--- src/rtl/queue_pkg.sv ---
// queue_pkg: shared constants and helpers for the queue family
package queue_pkg;
  localparam int QUEUE_MODE_STD = 0;
  localparam int QUEUE_MODE_FWFT = 1;
  function automatic int clog2(input int n);
    int r = 0;
    while ((1 << r) < n) r++;
    return r;
  endfunction
  function automatic int level_bits(input int depth_bits);
    return depth_bits + 1;
  endfunction
endpackage

--- src/rtl/queue2_ram.sv ---
// queue2_ram: simple dual-port memory, synchronous write, asynchronous read
module queue2_ram #(
  parameter int AW = 3,
  parameter int DW = 8
) (
  input  logic          clk_i,
  input  logic          we,
  input  logic [AW-1:0] wa,
  input  logic [DW-1:0] wd,
  input  logic [AW-1:0] ra,
  output logic [DW-1:0] rd
);
  logic [DW-1:0] mem [2**AW];
  always_ff @(posedge clk_i)
    if (we) mem[wa] <= wd;
  assign rd = mem[ra];
endmodule

--- src/rtl/queue2.sv ---
// queue2: circular FIFO with FWFT option, level/room counts, thresholds, sticky error flags and flush
module queue2
  import queue_pkg::*;
#(
  parameter int DEPTH_BITS = 3,
  parameter int DATA_BITS = 8,
  parameter int FWFT = QUEUE_MODE_STD,
  parameter int AFULL_LEVEL = (1 << DEPTH_BITS) - 1,
  parameter int AEMPTY_LEVEL = 1
) (
  input  logic                  clk_i,
  input  logic                  reset_i,
  input  logic                  clr_i,
  input  logic [DATA_BITS-1:0]  dat_i,
  input  logic                  push_i,
  input  logic                  pop_i,
  output logic [DATA_BITS-1:0]  dat_o,
  output logic                  full_o,
  output logic                  empty_o,
  output logic                  afull_o,
  output logic                  aempty_o,
  output logic [DEPTH_BITS:0]   level_o,
  output logic [DEPTH_BITS:0]   room_o,
  output logic                  ovf_o,
  output logic                  unf_o,
  output logic [DEPTH_BITS-1:0] rp_to,
  output logic [DEPTH_BITS-1:0] wp_to
);
  localparam int DEPTH = 1 << DEPTH_BITS;
  localparam int LW = level_bits(DEPTH_BITS);
  localparam int AW = clog2(DEPTH);
  if (AFULL_LEVEL < 0 || AFULL_LEVEL > DEPTH) begin : g_bad_afull
    $error("queue2: AFULL_LEVEL out of range");
  end
  if (AEMPTY_LEVEL < 0 || AEMPTY_LEVEL > DEPTH) begin : g_bad_aempty
    $error("queue2: AEMPTY_LEVEL out of range");
  end
  logic [AW-1:0] rp, wp;
  logic [LW-1:0] level;
  logic [DATA_BITS-1:0] rd, dat_q;
  logic ovf, unf, pop_ok, push_ok;
  assign empty_o = level == '0;
  assign full_o = level == LW'(DEPTH);
  assign afull_o = level >= LW'(AFULL_LEVEL);
  assign aempty_o = level <= LW'(AEMPTY_LEVEL);
  assign level_o = level;
  assign room_o = LW'(DEPTH) - level;
  assign ovf_o = ovf;
  assign unf_o = unf;
  assign rp_to = rp;
  assign wp_to = wp;
  // a pop while full frees the slot the concurrent push needs
  assign pop_ok = pop_i & ~empty_o;
  assign push_ok = push_i & (~full_o | pop_ok);
  queue2_ram #(.AW(AW), .DW(DATA_BITS)) u_ram (
    .clk_i(clk_i),
    .we(push_ok & ~clr_i),
    .wa(wp),
    .wd(dat_i),
    .ra(rp),
    .rd(rd)
  );
  always_ff @(posedge clk_i or negedge reset_i)
    if (!reset_i) begin
      rp <= '0;
      wp <= '0;
      level <= '0;
      ovf <= 1'b0;
      unf <= 1'b0;
      dat_q <= '0;
    end else if (clr_i) begin
      rp <= '0;
      wp <= '0;
      level <= '0;
      ovf <= 1'b0;
      unf <= 1'b0;
    end else begin
      if (pop_ok) rp <= rp + AW'(1);
      if (push_ok) wp <= wp + AW'(1);
      if (pop_ok) dat_q <= rd;
      level <= level + LW'(push_ok) - LW'(pop_ok);
      ovf <= ovf | (push_i & ~push_ok);
      unf <= unf | (pop_i & ~pop_ok);
    end
  assign dat_o = (FWFT == QUEUE_MODE_FWFT) ? rd : dat_q;
endmodule

--- config.mk ---
export PLATFORM = sky130hd
export DESIGN_NAME = queue2
export DESIGN_NICKNAME = d
export VERILOG_FILES = /design/src/rtl/queue_pkg.sv /design/src/rtl/queue2_ram.sv /design/src/rtl/queue2.sv
export SDC_FILE = /design/constraint.sdc
export NUM_CORES = 1
export LEC_CHECK = 0
export ABC_AREA = 1
export BUFFER_PORTS_ARGS = -buffer_cell sky130_fd_sc_hd__buf_2
export CORE_UTILIZATION = 45
export DETAILED_ROUTE_END_ITERATION = 6
export GPL_ROUTABILITY_DRIVEN = 0
export HOLD_SLACK_MARGIN = 0.03
export SLEW_MARGIN = 25
export SYNTH_ARGS = -nofsm -noshare
export SYNTH_HDL_FRONTEND = slang
export SYNTH_SLANG_ARGS = --single-unit
--- constraint.sdc ---
create_clock -name clk_i -period 3.6 [get_ports clk_i]
set_input_delay 0 -clock clk_i [delete_from_list [all_inputs] [get_ports clk_i]]
set_output_delay 0 -clock clk_i [all_outputs]
set_load 0.05 [all_outputs]
==> out/qor.yml, run 1 <==
clk_latency_ns: 0.35
ant_nets: 0
hold_violations: 0
slew_headroom_pct: 48.7
post_synth_instance_area_um2: 3920
yosys_register_bits: 84
antenna_found_initial: 0
cts.sinks: 84
nFillCells: 754
cts-root-buf: "clkbuf_8"
cts_max_path_buffers: 2
seq_area_frac_synth_pct: 61.8
multiInputGateArea_um2: 1120
slowest_stage: "dfrtp_1"
regToRegSetupSlack_ns: 1.22
synth_top_area_share_pct: 49.0
numPortBuffers: 40
hold_path.class: "input pin to asynchronous set/reset pin"
critical_path.top_delay_family: "adder cells"
cp.required_ns: 3.82
path_class: "flip-flop to flip-flop"
drc_errors: 0
r2r_cells: 10
max-cap-violations: 0
crit_path_end_kind: "flip-flop"
synthTopCellsByArea: "edfxtp_1, dfrtp_1, nand2_1, nand3_1, inv_1"
syn_avg_cell_area_um2: 10.1
ys.flop_type: "edfxtp_1"
synth_common_cells: "nand2_1, edfxtp_1, inv_1"
pre_cts_ws_ns: 1.25
yosysMostFrequentCell: "nand2_1"
regArea_um2: 2420
pwr_density_cell_nw_per_um2: 765
ctsHtreeMaxLevel: 3
max_stage_delay_ns: 0.41
dieArea_um2: 9090
startpoint: "level_o[1]"
syn_nets: 415
p_total_mw: 3.46
yosys_warnings: 0
num_rows: 33
async_flop_share_pct: 23.8
routedWlPerCell_um: 14.0
tightest_slew_ns: 0.769
setup_tns_ns: 0
synth_cells: 387
area_growth_pct: 15.3
grt_busiest_layer: "met2"
clkTransAtPathRegs_ns: 0.09
dr.pass1.iters: 4
post-cts-setup-buffers: 0
grt_max_degree: 35
first_global_vias: 2507
dp_hpwl_mm: 5.33
met1_usage_pct: 25.6
ir_drop_uv: 447
fp.dieH_um: 95.3
r2r-end: "level_o[2]"
cp_max_fo: 6
start_kind: "flip-flop"
worst_clock_skew_ns: 0.0153
timing.rr.start: "level_o[1]"
track_usage_pct: 19.0
core_um2: 8340
fin_hold_ws_ns: 0.134
rsz0062_at_grt: "false"
cp.arrival_ns: 2.60
start_util_pct: 47.0
p_leak_nw: 2.11
post-route-period-util_pct: 66.0
num_io_pins: 41
die-width_um: 95.3
numCtsBuffers: 9
grt_pass1_wl_mm: 12.5
diodes: 0
crit_chain: "inv_1 -> ha_1 -> nand2_2 -> nand2_2 -> or2_1 -> nand2_1 -> ha_1 -> fa_1 -> xor2_1 -> nor2_1"
cts_tree: "yes"
max_freq_mhz: 421
fin_crit_ns: 2.38
ys_types: 25
final.setup.worst_slack_ns: 1.22
totalWireLength_mm: 7.72
crit_buf_inv: 1
drt_iter0_markers: 111
cts-resized-gates: 0
setup_viol: 0
viasPerCell: 4.87
overflow: 0
gr-usage-met2_pct: 30.8
drive_gt1_share_pct: 16.9
met3_usage_pct: 3.03
layout.nets: 468
synth_edf_count: 64
vias: 2679
status: "finished clean"
synth_top_cell_by_area: "edfxtp_1"
drv_slew: 0
ctsHoldBuffers: 14
## worst register-to-register path: cells and delay by family (launching register included)
| family | cells | cell delay (ns) |
|---|---|---|
| buffers and inverters | 1 | 0.21 |
| xor gates and xnor gates | 1 | 0.17 |
| DFF | 1 | 0.41 |
| adders and majority gates | 3 | 0.91 |
| and+or+nand+nor | 5 | 0.57 |
## per-stage QoR
| stage | std cells | area, um^2 | util (%) |
|---|---|---|---|
| 3_5_place_dp | 520 | 4150 | 49.8 |
| 3_3_place_gp | 520 | 4150 | 49.8 |
| 5_1_grt | 550 | 4520 | 54.2 |
| 6_report | 550 | 4520 | 54.2 |
| 2_1_floorplan | 387 | 3920 | - |
| 4_1_cts | 550 | 4520 | 54.2 |
## power by group
| group | switching, mW | leakage, nW | internal, mW | total, mW |
|---|---|---|---|---|
| sequential | 0.0923 | 0.840 | 1.15 | 1.25 |
| clock | 0.337 | 0.110 | 0.414 | 0.751 |
| combinational | 1.09 | 1.16 | 0.368 | 1.46 |
| total | 1.52 | 2.11 | 1.93 | 3.46 |
## kinds of logic after synthesis
family | after synthesis | synth area share [%]
flip-flops | 84 | 61.8
AO/OA/AOI/OAI | 10 | 1.28
AND/OR/NAND/NOR | 194 | 21.5
XOR/XNOR | 4 | 0.894
buffers and inverters | 80 | 9.54
adder cells (fa/ha/maj) | 15 | 4.98
## how the worst max path moves through the flow
stage	end	slack, ns	cells after the start
floorplan	u_ram.mem[0][0]	1.15	9
global placement	u_ram.mem[0][6]	1.39	9
detailed placement	level_o[2]	1.25	10
CTS	level_o[2]	1.23	10
global route	level_o[2]	1.05	10
finish	level_o[2]	1.22	10
## per-layer routing
layer	vias up	routed length, um	part of all wire (%)
li1	1339	-	-
met1	1241	3510	45
met2	90	3540	46
met3	9	575	7.5
met4	0	87	1.1
met5	-	0	0
## sequential cells by signal, indices dropped and copies added (netlist names)
name       flops
ovf_o          1
dat_o          8
rp_to          3
unf_o          1
u_ram.mem     64
level_o        4
wp_to          3
## final cells by class
cell class | instances | share of cell area (%)
sequential | 84 | 53.6
inverter | 67 | 5.90
timing repair buffer | 55 | 7.70
multi-input combinational | 223 | 24.9
tap | 105 | 2.91
clock inverter | 5 | 1.88
clock buffer | 11 | 3.13
## cells in the final DEF (no fill, tap or decap), types with 4 or more instances in the layout
| master | n |
|---|---|
| nor2_2 | 4 |
| a21oi_1 | 4 |
| ha_1 | 14 |
| clkbuf_8 | 10 |
| dfrtp_1 | 20 |
| nand2_2 | 6 |
| o21ai_0 | 4 |
| edfxtp_1 | 64 |
| nor2_1 | 11 |
| dlygate4sd3_1 | 14 |
| nand3_1 | 53 |
| nand2_1 | 116 |
| inv_1 | 61 |
| buf_2 | 40 |
No activity file was read; power rests on OpenSTA's default activity.
==> run 2, diff against run 1 <==
--- a/config.mk
+++ b/config.mk
@@ -5,7 +5,7 @@
 export SDC_FILE = /design/constraint.sdc
 export NUM_CORES = 1
 export LEC_CHECK = 0
-export ABC_AREA = 1
+export ABC_AREA = 0
 export BUFFER_PORTS_ARGS = -buffer_cell sky130_fd_sc_hd__buf_2
 export CORE_UTILIZATION = 45
 export DETAILED_ROUTE_END_ITERATION = 6
==> constraint.sdc (replaced) <==
create_clock -name clk_i -period 2.26 [get_ports clk_i]
set_input_delay 0 -clock clk_i [delete_from_list [all_inputs] [get_ports clk_i]]
set_output_delay 0 -clock clk_i [all_outputs]
set_load 0.05 [all_outputs]
==> out/qor.yml, run 2 <==
fin_crit_ns: 2.14  # was 2.38 ns
critical_path.top_delay_family: "simple AND/OR/NAND/NOR gates"  # was adder cells
routedWlPerCell_um: 16.8  # was 14.0 um
fin_area_um2: 4450  # was 4520 um^2
crit_chain: "inv_4 -> ha_4 -> and2b_1 -> o21ai_4 -> or3_1 -> nor3_4"  # was inv_1 -> ha_1 -> nand2_2 -> nand2_2 -> or2_1 -> nand2_1 -> ha_1 -> fa_1 -> xor2_1 -> nor2_1
totalWireLength_mm: 6.79  # was 7.72 mm
worst_clock_skew_ns: 0.0104  # was 0.0153 ns
diodes: 0  # unchanged
top_register: "u_ram.mem"  # unchanged
start_kind: "flip-flop"  # unchanged
p_sw_share_pct: 40.3  # was 44.0%
slowest_stage: "or3_1"  # was dfrtp_1
layout.nets: 325  # was 468
clk_latency_ns: 0.34  # was 0.35 ns
fin_hold_ws_ns: 0.165  # was 0.134 ns
cts-root-buf: "clkbuf_8"  # unchanged
fin_cells: 404  # was 550
dpl_cell_area_um2: 4080  # was 4150 um^2
cts_max_path_buffers: 2  # unchanged
ant_nets: 0  # unchanged
viasPerCell: 5.08  # was 4.87
grt_max_degree: 36  # was 35
seq_area_frac_synth_pct: 66.0  # was 61.8%
dr.pass1.iters: 4  # unchanged
synth_top_cell_by_area: "edfxtp_1"  # unchanged
post_synth_instance_area_um2: 3670  # was 3920 um^2
p_total_mw: 5.49  # was 3.46 mW
synth_cells: 229  # was 387
hold_path.class: "input pin to asynchronous set/reset pin"  # unchanged
ys.flop_type: "edfxtp_1"  # unchanged
synth_edf_count: 64  # unchanged
area_growth_pct: 21.3  # was 15.3%
synthTopCellsByArea: "edfxtp_1, dfrtp_1, mux2i_1, ha_1, a221oi_2"  # was edfxtp_1, dfrtp_1, nand2_1, nand3_1, inv_1
post-route-period-util_pct: 94.6  # was 66.0%
yosys_warnings: 0  # unchanged
slew_headroom_pct: 58.0  # was 48.7%
drv_slew: 0  # unchanged
overflow: 0  # unchanged
numCtsBuffers: 9  # unchanged
num_rows: 32  # was 33
core_um2: 7810  # was 8340 um^2
grt_pass1_wl_mm: 11.0  # was 12.5 mm
clockPowerShare_pct: 21.0  # was 21.7%
yosysMostFrequentCell: "edfxtp_1"  # was nand2_1
max-cap-violations: 0  # unchanged
cts.sinks: 84  # unchanged
pwr_density_cell_nw_per_um2: 1230  # was 765 nW/um^2
yosys_register_bits: 84  # unchanged
async_flop_share_pct: 23.8  # unchanged
final_common_cell: "edfxtp_1"  # was nand2_1
track_usage_pct: 17.6  # was 19.0%
fp.dieH_um: 92.3  # was 95.3 um
path_class: "flip-flop to flip-flop"  # unchanged
numPortBuffers: 40  # unchanged
num_io_pins: 41  # unchanged
drive_gt1_share_pct: 35.8  # was 16.9%
p_leak_nw: 1.71  # was 2.11 nW
status: "finished clean"  # unchanged
largest_reg_flops: 64  # unchanged
ctsHtreeMaxLevel: 3  # unchanged
dieArea_um2: 8520  # was 9090 um^2
ir_drop_uv: 605  # was 447 uV
syn_nets: 257  # was 415
crit_path_end_kind: "flip-flop"  # unchanged
p_comb_share_pct: 43.7  # was 42.2%
syn_avg_cell_area_um2: 16.0  # was 10.1 um^2
tightest_slew_ns: 0.627  # was 0.769 ns
mostFrequentLayoutCells: "edfxtp_1, buf_2, mux2i_1"  # was nand2_1, edfxtp_1, inv_1
ys_types: 37  # was 25
cp.required_ns: 2.25  # was 3.82 ns
max_freq_mhz: 468  # was 421 MHz
cp_max_fo: 8  # was 6
seqPwrFrac_pct: 35.3  # was 36.0%
cp.arrival_ns: 2.13  # was 2.60 ns
fin_util_pct: 57.0  # was 54.2%
start_util_pct: 47.0  # about the same
antenna_found_initial: 0  # unchanged
synth_top_area_share_pct: 52.4  # was 49.0%
dp_cells: 373  # was 520
first_global_vias: 2031  # was 2507
crit_buf_inv: 1  # unchanged
drt_iter0_markers: 48  # was 111
synth_common_cells: "edfxtp_1, mux2i_1, dfrtp_1"  # was nand2_1, edfxtp_1, inv_1
clkTransAtPathRegs_ns: 0.09  # about the same
hold_violations: 0  # unchanged
die-width_um: 92.3  # was 95.3 um
dp_hpwl_mm: 4.57  # was 5.33 mm
net-switching-power_mw: 2.21  # was 1.52 mW
p_int_mw: 3.28  # was 1.93 mW
vias: 2054  # was 2679
setup_viol: 0  # unchanged
max_stage_delay_ns: 0.43  # was 0.41 ns
cts_tree: "yes"  # unchanged
drc_errors: 0  # unchanged
-- run 2: final timing paths --
path / depth (start not counted) / from / to / slack [ns]
min reg2reg: 2 / unf_o / unf_o / 0.51
min in group clk_i: 2 / dat_i[2] / u_ram.mem[3][2] / 0.47
max: 6 / level_o[2] / u_ram.mem[0][4] / 0.12
min: 2 / reset_i / dat_o[5] / 0.16
max reg2reg: 6 / level_o[2] / u_ram.mem[0][4] / 0.12
max in group asynchronous: 2 / reset_i / level_o[1] / 1.69
-- run 2: per-layer routing --
metal / up-vias / GRT usage (%) / share of wire (%)
li1: 995 / - / -
met1: 1025 / 26.1 / 52
met2: 28 / 26.4 / 45
met3: 6 / 3.20 / 2.1
met4: 0 / 5.47 / 0.91
met5: - / 0 / 0
-- run 2: layout make-up --
cell class / count / area [um^2]
Fill cell: 652 / 3360
Sequential cell: 84 / 2430
Multi-Input combinational cell: 130 / 1220
Timing Repair Buffer: 66 / 438
Clock buffer: 10 / 128
Tap cell: 102 / 128
Clock inverter: 6 / 86.3
Inverter: 6 / 25.0
-- run 2: logic make-up after synthesis --
family	synth area share (%)
flip-flops	66.0
multiplexers	11.7
AND/OR/NAND/NOR	5.59
AO/OA/AOI/OAI	6.65
buffers and inverters	2.76
adder cells (fa/ha/maj)	5.32
XOR/XNOR	1.91
-- run 2: per-stage QoR --
stage | worst slack, ns | TNS, ns
CTS | 0.000240 | 0
global placement | 0.0724 | 0
finish | 0.123 | 0
floorplan | 0.0220 | 0
global route | -0.0115 | -0.0184
detailed placement | 0.0187 | 0
-- run 2: power groups by stage --
| stage | sequential (mW) | combinational (mW) | clock (mW) |
|---|---|---|---|
| finish | 1.94 | 2.40 | 1.15 |
| global route | 1.97 | 2.56 | 1.24 |
| CTS | 1.94 | 2.39 | 1.18 |
| detailed placement | 1.98 | 2.36 | 0 |
| global placement | 1.97 | 2.36 | 0 |
| floorplan | 2.43 | 1.42 | 0 |
-- run 2: worst register-to-register path, cell delays in order (launching register included) --
cell and delay (ns):
dfrtp_2 0.39, inv_4 0.06, ha_4 0.16, and2b_1 0.25
o21ai_4 0.09, or3_1 0.44, nor3_4 0.40
-- run 2: what timing repair did --
action	4_1_cts	5_1_grt
endpoints found under the setup margin	0	18
gates resized for setup	0	2
setup buffers	0	3
hold buffers	12	0
hold endpoints to repair	90	0
==> run 3, diff against run 2 <==
--- a/config.mk
+++ b/config.mk
@@ -11,6 +11,7 @@
 export DETAILED_ROUTE_END_ITERATION = 6
 export GPL_ROUTABILITY_DRIVEN = 0
 export HOLD_SLACK_MARGIN = 0.03
+export REMOVE_ABC_BUFFERS = 1
 export SLEW_MARGIN = 25
 export SYNTH_ARGS = -nofsm -noshare
 export SYNTH_HDL_FRONTEND = slang
==> out/qor.yml, run 3 (same netlist as run 2, synthesis figures left out) <==
totalWireLength_mm: 7.22  # was 6.79 mm
start_kind: "flip-flop"  # unchanged
max_stage_delay_ns: 0.43  # about the same
net-switching-power_mw: 2.23  # was 2.21 mW
hold_path_startpoint: "clr_i"
clk_latency_ns: 0.36  # was 0.34 ns
cp.required_ns: 2.33  # was 2.25 ns
rsz0062_at_grt: "false"
core_um2: 7810  # unchanged
cp.arrival_ns: 2.21  # was 2.13 ns
tightest_slew_ns: 0.593  # was 0.627 ns
hold_path.class: "input pin to flip-flop"  # was input pin to asynchronous set/reset pin
post-route-period-util_pct: 94.7  # was 94.6%
dr.pass1.iters: 4  # unchanged
dp_hpwl_mm: 4.78  # was 4.57 mm
ant_nets: 0  # unchanged
viasPerCell: 5.05  # was 5.08
area_growth_pct: 20.8  # was 21.3%
hold_path_end: "level_o[1]"
grt_pass1_wl_mm: 11.5  # was 11.0 mm
p_leak_nw: 1.77  # was 1.71 nW
num_rows: 32  # unchanged
drt_iter0_markers: 127  # was 48
crit_path_end_kind: "flip-flop"  # unchanged
dieArea_um2: 8520  # unchanged
ctsHtreeMaxLevel: 3  # unchanged
p_sw_share_pct: 41.9  # was 40.3%
cts_tree: "yes"  # unchanged
layout.nets: 337  # was 325
drc_errors: 0  # unchanged
regToRegSetupSlack_ns: 0.12  # about the same
crit_buf_inv: 3  # was 1
routedWlPerCell_um: 17.4  # was 16.8 um
slowest_stage: "or3b_1"  # was or3_1
max-cap-violations: 0  # unchanged
worst_clock_skew_ns: 0.00938  # was 0.0104 ns
antenna_found_initial: 0  # unchanged
cts-root-buf: "clkbuf_8"  # unchanged
timing.rr.start: "level_o[2]"  # unchanged
cp_max_fo: 6  # was 8
fin_crit_ns: 2.14  # about the same
hold_violations: 0  # unchanged
fp.dieH_um: 92.3  # unchanged
mostFrequentLayoutCells: "edfxtp_1, buf_2, mux2i_1"  # unchanged
status: "finished clean"  # unchanged
path_class: "flip-flop to flip-flop"  # unchanged
seqPwrFrac_pct: 37.0  # was 35.3%
cts_max_path_buffers: 2  # unchanged
crit_top_cell: "buf_4"
clkTransAtPathRegs_ns: 0.09  # about the same
holdPathStages: 3
slew_headroom_pct: 60.5  # was 58.0%
fin_util_pct: 56.8  # was 57.0%
cts.sinks: 84  # unchanged
p_total_mw: 5.33  # was 5.49 mW
drive_gt1_share_pct: 34.4  # was 35.8%
p_int_mw: 3.10  # was 3.28 mW
setup_viol: 0  # unchanged
crit_chain: "inv_2 -> buf_4 -> ha_1 -> nand2_1 -> o21ai_2 -> or3b_1 -> nor2_1 -> buf_4"  # was inv_4 -> ha_4 -> and2b_1 -> o21ai_4 -> or3_1 -> nor3_4
vias: 2101  # was 2054
die-width_um: 92.3  # unchanged
start_util_pct: 47.0  # unchanged
numCtsBuffers: 9  # unchanged
final_common_cell: "edfxtp_1"  # unchanged
p_comb_share_pct: 44.9  # was 43.7%
top_register: "u_ram.mem"  # unchanged
pwr_density_cell_nw_per_um2: 1200  # was 1230 nW/um^2
drv_slew: 0  # unchanged
critical_path.top_delay_family: "simple AND/OR/NAND/NOR gates"  # unchanged
largest_reg_flops: 64  # unchanged
first_global_vias: 2160  # was 2031
numPortBuffers: 40  # unchanged
overflow: 0  # unchanged
grt_max_degree: 21  # was 36
track_usage_pct: 18.6  # was 17.6%
num_io_pins: 41  # unchanged
r2r-end: "u_ram.mem[3][2]"  # was u_ram.mem[0][4]
max_freq_mhz: 467  # was 468 MHz
r2r_cells: 8  # was 6
clockPowerShare_pct: 18.1  # was 21.0%
diodes: 0  # unchanged
ir_drop_uv: 643  # was 605 uV
[run 3: cell count changes in the layout (fill, tap and decap cells not counted), sizes merged]
| cell | delta |
|---|---|
| buf | +13 |
| bufinv | -2 |
| clkbuf | -1 |
| clkinv | +2 |
| dlygate4sd3 | -1 |
| inv | +1 |
[run 3: area by class of cell]
cell class	count	area, um^2
Clock inverter	7	51.3
Fill cell	658	3370
Inverter	6	22.5
Tap cell	102	128
Timing Repair Buffer	78	526
Multi-Input combinational cell	130	1160
Sequential cell	84	2420
Clock buffer	9	124
[run 3: metrics by stage]
step	TNS (ns)	cells	area [um^2]	worst slack (ns)	hold slack, ns
5_1_grt	0	416	4430	0.00390	0.0577
2_1_floorplan	-36.57	220	3590	-0.706	-0.296
4_1_cts	0	413	4400	0.0500	0.0405
6_report	0	416	4430	0.120	0.0512
3_5_place_dp	0	386	4110	0.0695	0.0289
3_3_place_gp	0	386	4110	0.112	0.0218
[run 3: power groups by stage]
stage	clock network [mW]	registers, mW	logic (mW)
final	0.965	1.97	2.39
after global routing	1.06	2.00	2.59
after CTS	0.996	1.97	2.38
after detailed placement	0	2.01	2.35
after global placement	0	2.00	2.34
after floorplan	0	2.54	1.19
[run 3: worst reg2reg max path: cells and delay by family, from the launching register on]
kind            cells  cell delay [ns]
simple gates        3             0.75
flops               1             0.42
buf+inv             3             0.41
fa+ha+maj           1             0.19
compound gates      1             0.09
[run 3: layer usage]
metal	wire, um	global-route usage (%)
met5	0	0
met4	119	7.42
met3	163	3.12
met2	3370	30.0
met1	3570	25.3
[run 3: how the worst max path moves through the flow]
stage          slack (ns)  cells past startpoint        from              end
2_1_floorplan       -0.71                      6  level_o[0]  u_ram.mem[0][0]
3_3_place_gp         0.11                      9  level_o[2]       level_o[2]
3_5_place_dp         0.07                      9  level_o[2]       level_o[2]
4_1_cts              0.05                      9  level_o[2]       level_o[2]
5_1_grt             0.004                      8  level_o[2]  u_ram.mem[3][6]
6_report             0.12                      8  level_o[2]  u_ram.mem[3][2]
[run 3: what timing repair did]
action                                  in CTS  in global routing
resized for setup                            0                  4
hold buffers                                11                  0
endpoints found under the hold margin       87                  0
endpoints found under the setup margin       0                 49
buffers inserted                             0                  3
